[src/rtl/wb_initiator.sv]
// Wishbone classic single-transfer initiator: one command in, one bus cycle, one response out.
// A saturating watchdog aborts cycles that never see an ack.
module wb_initiator #(
    parameter int unsigned TIMEOUT_CYCLES = 255,
    parameter logic [31:0] TIMEOUT_DATA   = 32'hDEAD_BEEF
) (
    input  logic        wb_clk_i,
    input  logic        wb_rst_n_i,
    input  logic        cmd_valid,
    output logic        cmd_ready,
    input  logic        cmd_we,
    input  logic [3:0]  cmd_sel,
    input  logic [31:0] cmd_adr,
    input  logic [31:0] cmd_dat,
    output logic        rsp_valid,
    input  logic        rsp_ready,
    output logic [31:0] rsp_dat,
    output logic        rsp_err,
    output logic        wbm_cyc_o,
    output logic        wbm_stb_o,
    output logic        wbm_we_o,
    output logic [3:0]  wbm_sel_o,
    output logic [31:0] wbm_adr_o,
    output logic [31:0] wbm_dat_o,
    input  logic        wbm_ack_i,
    input  logic [31:0] wbm_dat_i,
    output logic        busy
);

    localparam int unsigned CNT_W = 16;
    localparam int unsigned DAT_W = 32;
    localparam int unsigned SEL_W = 4;
    localparam logic [CNT_W-1:0] CNT_MAX     = '1;
    localparam logic [CNT_W:0]   TIMEOUT_LIM = (CNT_W+1)'(TIMEOUT_CYCLES);

    typedef enum logic [1:0] {
        IDLE = 2'd0,
        BUS  = 2'd1,
        RESP = 2'd2
    } state_t;

    state_t             state_q, state_d;
    logic [CNT_W-1:0]   cnt_q, cnt_d;
    logic               cyc_d, we_d, rsp_valid_d, rsp_err_d;
    logic               cmd_ready_d, busy_d;
    logic [SEL_W-1:0]   sel_d;
    logic [DAT_W-1:0]   adr_d, dat_d, rsp_dat_d;
    logic               cnt_hit;

    // The cycle about to finish would be the TIMEOUT_CYCLES-th stb cycle without ack
    assign cnt_hit = ((CNT_W+1)'(cnt_q) + (CNT_W+1)'(1)) >= TIMEOUT_LIM;

    // Next-state and next-output logic
    always_comb begin
        state_d     = state_q;
        cnt_d       = cnt_q;
        cyc_d       = wbm_cyc_o;
        we_d        = wbm_we_o;
        sel_d       = wbm_sel_o;
        adr_d       = wbm_adr_o;
        dat_d       = wbm_dat_o;
        rsp_valid_d = rsp_valid;
        rsp_dat_d   = rsp_dat;
        rsp_err_d   = rsp_err;

        case (state_q)
            IDLE: begin
                if (cmd_valid) begin
                    state_d = BUS;
                    cnt_d   = '0;
                    cyc_d   = 1'b1;
                    we_d    = cmd_we;
                    sel_d   = cmd_sel;
                    adr_d   = cmd_adr;
                    dat_d   = cmd_we ? cmd_dat : '0;
                end
            end
            BUS: begin
                if (wbm_ack_i) begin
                    state_d     = RESP;
                    cyc_d       = 1'b0;
                    rsp_valid_d = 1'b1;
                    rsp_dat_d   = wbm_we_o ? '0 : wbm_dat_i;
                    rsp_err_d   = 1'b0;
                end else begin
                    cnt_d = (cnt_q == CNT_MAX) ? cnt_q : cnt_q + CNT_W'(1);
                    if (cnt_hit) begin
                        state_d     = RESP;
                        cyc_d       = 1'b0;
                        rsp_valid_d = 1'b1;
                        rsp_dat_d   = TIMEOUT_DATA;
                        rsp_err_d   = 1'b1;
                    end
                end
            end
            RESP: begin
                if (rsp_ready) begin
                    state_d     = IDLE;
                    cnt_d       = '0;
                    rsp_valid_d = 1'b0;
                end
            end
            default: begin
                state_d     = IDLE;
                cnt_d       = '0;
                cyc_d       = 1'b0;
                rsp_valid_d = 1'b0;
            end
        endcase

        cmd_ready_d = (state_d == IDLE);
        busy_d      = (state_d != IDLE);
    end

    // State and registered outputs
    always_ff @(posedge wb_clk_i or negedge wb_rst_n_i) begin
        if (!wb_rst_n_i) begin
            state_q   <= IDLE;
            cnt_q     <= '0;
            cmd_ready <= 1'b1;
            busy      <= 1'b0;
            wbm_cyc_o <= 1'b0;
            wbm_stb_o <= 1'b0;
            wbm_we_o  <= 1'b0;
            wbm_sel_o <= '0;
            wbm_adr_o <= '0;
            wbm_dat_o <= '0;
            rsp_valid <= 1'b0;
            rsp_dat   <= '0;
            rsp_err   <= 1'b0;
        end else begin
            state_q   <= state_d;
            cnt_q     <= cnt_d;
            cmd_ready <= cmd_ready_d;
            busy      <= busy_d;
            wbm_cyc_o <= cyc_d;
            wbm_stb_o <= cyc_d;
            wbm_we_o  <= we_d;
            wbm_sel_o <= sel_d;
            wbm_adr_o <= adr_d;
            wbm_dat_o <= dat_d;
            rsp_valid <= rsp_valid_d;
            rsp_dat   <= rsp_dat_d;
            rsp_err   <= rsp_err_d;
        end
    end

endmodule

[config.mk]
export PLATFORM = sky130hd
export DESIGN_NAME = wb_initiator
export DESIGN_NICKNAME = d
export VERILOG_FILES = /design/src/rtl/wb_initiator.sv
export SDC_FILE = /design/constraint.sdc
export NUM_CORES = 1
export LEC_CHECK = 0
export CAP_MARGIN = 20
export CORE_MARGIN = 2
export CORE_UTILIZATION = 35
export DETAILED_ROUTE_END_ITERATION = 8
export PLACE_DENSITY = 0.72
export RECOVER_POWER = 25
export SLEW_MARGIN = 20
export SYNTH_ARGS = -nofsm -noshare
export SYNTH_HDL_FRONTEND = slang
export SYNTH_SLANG_ARGS = --single-unit
[constraint.sdc]
create_clock -name wb_clk_i -period 3.15 [get_ports wb_clk_i]
set_clock_uncertainty 0.15 [all_clocks]
set_input_delay 0.63 -clock wb_clk_i [delete_from_list [all_inputs] [get_ports wb_clk_i]]
set_output_delay 0.63 -clock wb_clk_i [all_outputs]
set_load 0.02 [all_outputs]
-- After elaboration in Yosys (flattened, before gate mapping)
Cells that the tools add are included.
- $add $sub $neg: 2
- magnitude comparators: 1
- equality and inequality tests: 8
- multiplexer cells: 23
- bitwise gates (word level): 2
- reductions and logical operators: 9
- operators by type and width (operator ; count):
    $mux 32 ; 4
    $mux 16 ; 4
    $pmux 16 s3 ; 1
    $add 16x1->17 const B ; 1
    $ge 17x8->1 const B ; 1
    $add 16x1->16 const B ; 1
    $eq 16x16->1 const B ; 1
    $mux 2 ; 4
    $ne 2x2->1 const B ; 4
    $mux 1 ; 7
    $pmux 1 s3 ; 2
    $pmux 2 s3 ; 1
    $reduce_and 3->1 ; 2
    $logic_not 2->1 ; 2
    $reduce_and 2->1 ; 2
    $reduce_and 4->1 ; 1
    $reduce_bool 2->1 ; 2
    $ne 3x3->1 const B ; 1
    $eq 2x1->1 const B ; 1
    $eq 2x2->1 const B ; 1
    $not 1->1 ; 2
- bits in registers: 124
- output and inout bits: 107

-- Depth between registers and ports, before layout
- depth after elaboration: 6
- mapped depth: 9
- gate-level depth less buffers: 8

-- Worst setup path before layout
OpenSTA, ideal clock, no wires.
- path type: reg2reg
- start point: register cnt_q[3]
- end point: register rsp_dat[0]
- setup time: 0.121 ns
- arrival time: 2.271 ns
- required time: 2.879 ns
- setup slack: 0.607 ns
- cell stages (with the launch flop): 9
- buffers on the path: 2
- cell sequence: dfrtp_1 > buf_2 > nand4_2 > nor4_1 > mux2_2 > a2111o_1 > o21ai_4 > buf_4 > a21oi_1
- longest elaborated chain between the ends: 4
- ends and longest elaborated chain (item ; RTL line ; source):
    start, declared ; 43 ; logic [CNT_W-1:0] cnt_q, cnt_d;
    start signal, assigned ; 133 ; cnt_q <= cnt_d;
    $add 16x1->17 ; 51 ; assign cnt_hit = ((CNT_W+1)'(cnt_q) + (CNT_W+1)'(1)) >= TIMEOUT_LIM;
    $ge 17x8->1 ; 51 ;
    $reduce_bool 2->1 (no source line) ; - ;
    $reduce_and 2->1 (no source line) ; - ;
    end signal, assigned ; 143 ; rsp_dat <= rsp_dat_d;
    end, declared ; 17 ; output logic [31:0] rsp_dat,
Every way passes these cells.
A chain may end at the register's enable or synchronous reset.

-- Worst setup path after layout
- start point: register cnt_q[3]
- end point: register rsp_err
- longest elaborated chain between the ends: 4
- ends and longest elaborated chain (item ; RTL line ; source):
    $add 16x1->17 ; 51 ;
    $ge 17x8->1 ; 51 ;
    $reduce_bool 2->1 (no source line) ; - ;
    $reduce_and 2->1 (no source line) ; - ;
    end signal, assigned ; 144 ; rsp_err <= rsp_err_d;
    end, declared ; 18 ; output logic rsp_err,
Every way passes these cells.

==> run metrics <==
status=finished, final reports clean; share of layout cells above drive strength 1=11.8%; DR iter-0 viols=183; Seq/Total Area, Yosys=58.4%; worst skew pair latency=410 ps; die height=127 um; WS Path Type=reg -> reg; Async S/R FF share, synth=100%; initial antenna violation count=0; IO Count=213; CP Launch Type=flip-flop; largest net degree at the start of global routing=84; core box area=15000 um^2; leading cell type in the layout, fill and taps excluded=clkdlybuf4s50_1; Antenna Nets Post-Route=0; commonest register cell after synthesis=dfrtp_1; Vias=4541; final number of hold-violating endpoints=0; H-tree Lvls=4; Final Critical Period=2820 ps; leakage power=3.56 nW; root buffer selected by CTS=clkbuf_16; Slew Viols, Final=0; GP Congestion=0.875; # DRC=0; gr ovfl total=0; CP Capture Type=flip-flop; CTS Buf Count=17; overall power consumption=8.54 mW; postcts setup bufs=0; Max Cap Viol=0; die area=16200 um^2; CTS tree=built; Yosys warning count=0; via/cell ratio=4.96; Max FO, Critical Path=35; largest stage delay on the critical path=520 ps; Final period util=89.6%; setup violators final=0; unrepaired setup endpoints after global routing=no; Pwr Density=1040 nW/um^2; Post-CTS Hold Buffers=0; Seq cells post-synth=124; peak supply drop=0.550 mV; Worst EP required=3290 ps; Starting Density=35.3%; Slew Limit Headroom=10.6%; clock tree buffer depth=2; Rows=45; Total Routing Usage GR=18.3%; routed len/inst=15.7 um; post-synthesis cell area=5310 um^2; Slowest cell on crit path=dfrtp_1; Worst-Margin Slew=1340 ps; Nets=823; Syn-to-layout area delta=54.6%; fmax=354 MHz; crit path cell chain=nand4_2 > nor4_1 > mux2_2 > a2111o_1 > o21ai_4 > buf_12 > a21boi_0; Post-Syn Nets=615; setup_tns=0 ps; worst path arrival time=2960 ps; Gate Count Post-Synth=507; Unique masters post-synth=48; synthesized area per cell=10.5 um^2; first-pass GRT wire length=23300 um; PortBufs=212; fill cell count=1271; DRT Wirelength=14300 um; Antenna diodes=0; Post-Route Utilization=54.7%; Hold Crit Class=reg -> reg; Sink Count=124; drt first pass iters=4; Post-synth EDFFs=0; commonest non-fill, non-tap cells in the layout=211 x clkdlybuf4s50_1, 123 x dfrtp_1, 80 x nand2_1; Die X=127 um; Resize count post-CTS=0; vias in the first global route=4620; Worst-path clk slew=60 ps; Final HPWL DP=10400 um
-- cells in the mapped netlist, types with 3 or more instances --
cell type	instances	area, um^2
dfrtp_1	123	3080
nand2_1	80	300
a21oi_1	55	275
o21ai_0	54	270
mux2_2	39	439
inv_1	31	116
clkbuf_1	22	82.6
nor2_1	14	52.6
o31ai_1	9	67.6
a22o_1	8	70.1
a31oi_1	7	43.8
nand3_1	6	30.0
buf_2	4	20.0
nand2b_1	4	25.0
nor2b_1	4	25.0
and3_1	3	18.8
buf_4	3	22.5
nor4_1	3	18.8
-- report_power, final --
part           switching (mW)  leakage [nW]  internal, mW  total [mW]
registers               0.423          1.53          2.31        2.73
logic                    1.98          1.75          1.84        3.82
clock network           0.732         0.280          1.25        1.98
-- cells by family (layout without fill, tap and decap cells) --
group | count (synthesis) | in the layout | synth area share [%]
fa+ha+maj | 2 | 2 | 0.471
xor+xnor | 2 | 2 | 0.330
mux | 39 | 39 | 8.26
flops | 124 | 124 | 58.4
simple gates | 132 | 132 | 11.9
buf+inv | 63 | 284 | 4.92
compound gates | 145 | 145 | 15.7
-- path summary, 6_finish.rpt --
path,from,end,slack (ps),cells after the start
max,cnt_q[3],rsp_err,330,7
min,wbm_dat_o[9],wbm_dat_o[9],330,2
max reg2reg,cnt_q[3],rsp_err,330,7
min reg2reg,wbm_dat_o[9],wbm_dat_o[9],330,2
max in group asynchronous,wb_rst_n_i,rsp_dat[31],630,2
min in group asynchronous,wb_rst_n_i,cnt_q[14],350,1
-- layer usage --
metal	GRT usage (%)	vias up	share of wire [%]
met5	0	-	0
met3	7.37	34	8.8
met1	21.6	2169	40
met2	29.8	172	49
met4	8.08	0	2.5
li1	-	2166	-
-- stage by stage --
step | instances | area [um^2] | hold WS [ps] | worst slack, ps
2_1_floorplan | 507 | 5310 | 184 | 607
3_3_place_gp | 884 | 7640 | 310 | 475
3_5_place_dp | 884 | 7640 | 320 | 377
4_1_cts | 916 | 8230 | 120 | 351
5_1_grt | 916 | 8220 | 354 | 126
6_report | 916 | 8220 | 326 | 328
-- sequential cells by signal (all words and copies together) (netlist names) --
register	flops
busy	1
cmd_ready	1
cnt_q	16
rsp_dat	32
rsp_err	1
rsp_valid	1
state_q	2
wbm_adr_o	32
wbm_dat_o	32
wbm_sel_o	4
wbm_stb_o	1
wbm_we_o	1
-- cell type report --
cell class                      count  area (um^2)  area share, %
Sequential cell                   124         3100           37.8
Timing Repair Buffer              221         2210           26.9
Multi-Input combinational cell    320         1960           23.8
Clock buffer                       19          433           5.27
Tap cell                          188          235           2.86
Clock inverter                     13          165           2.01
Inverter                           31          116           1.42
-- critical path: cells and delay by family, from the launching register on --
kind / cells / cell delay (ps)
AO/OA/AOI/OAI: 3 / 740
multiplexers: 1 / 380
AND/OR/NAND/NOR: 2 / 690
buffers and inverters: 1 / 200
flip-flops: 1 / 520
(Power assumes the default switching activity.)
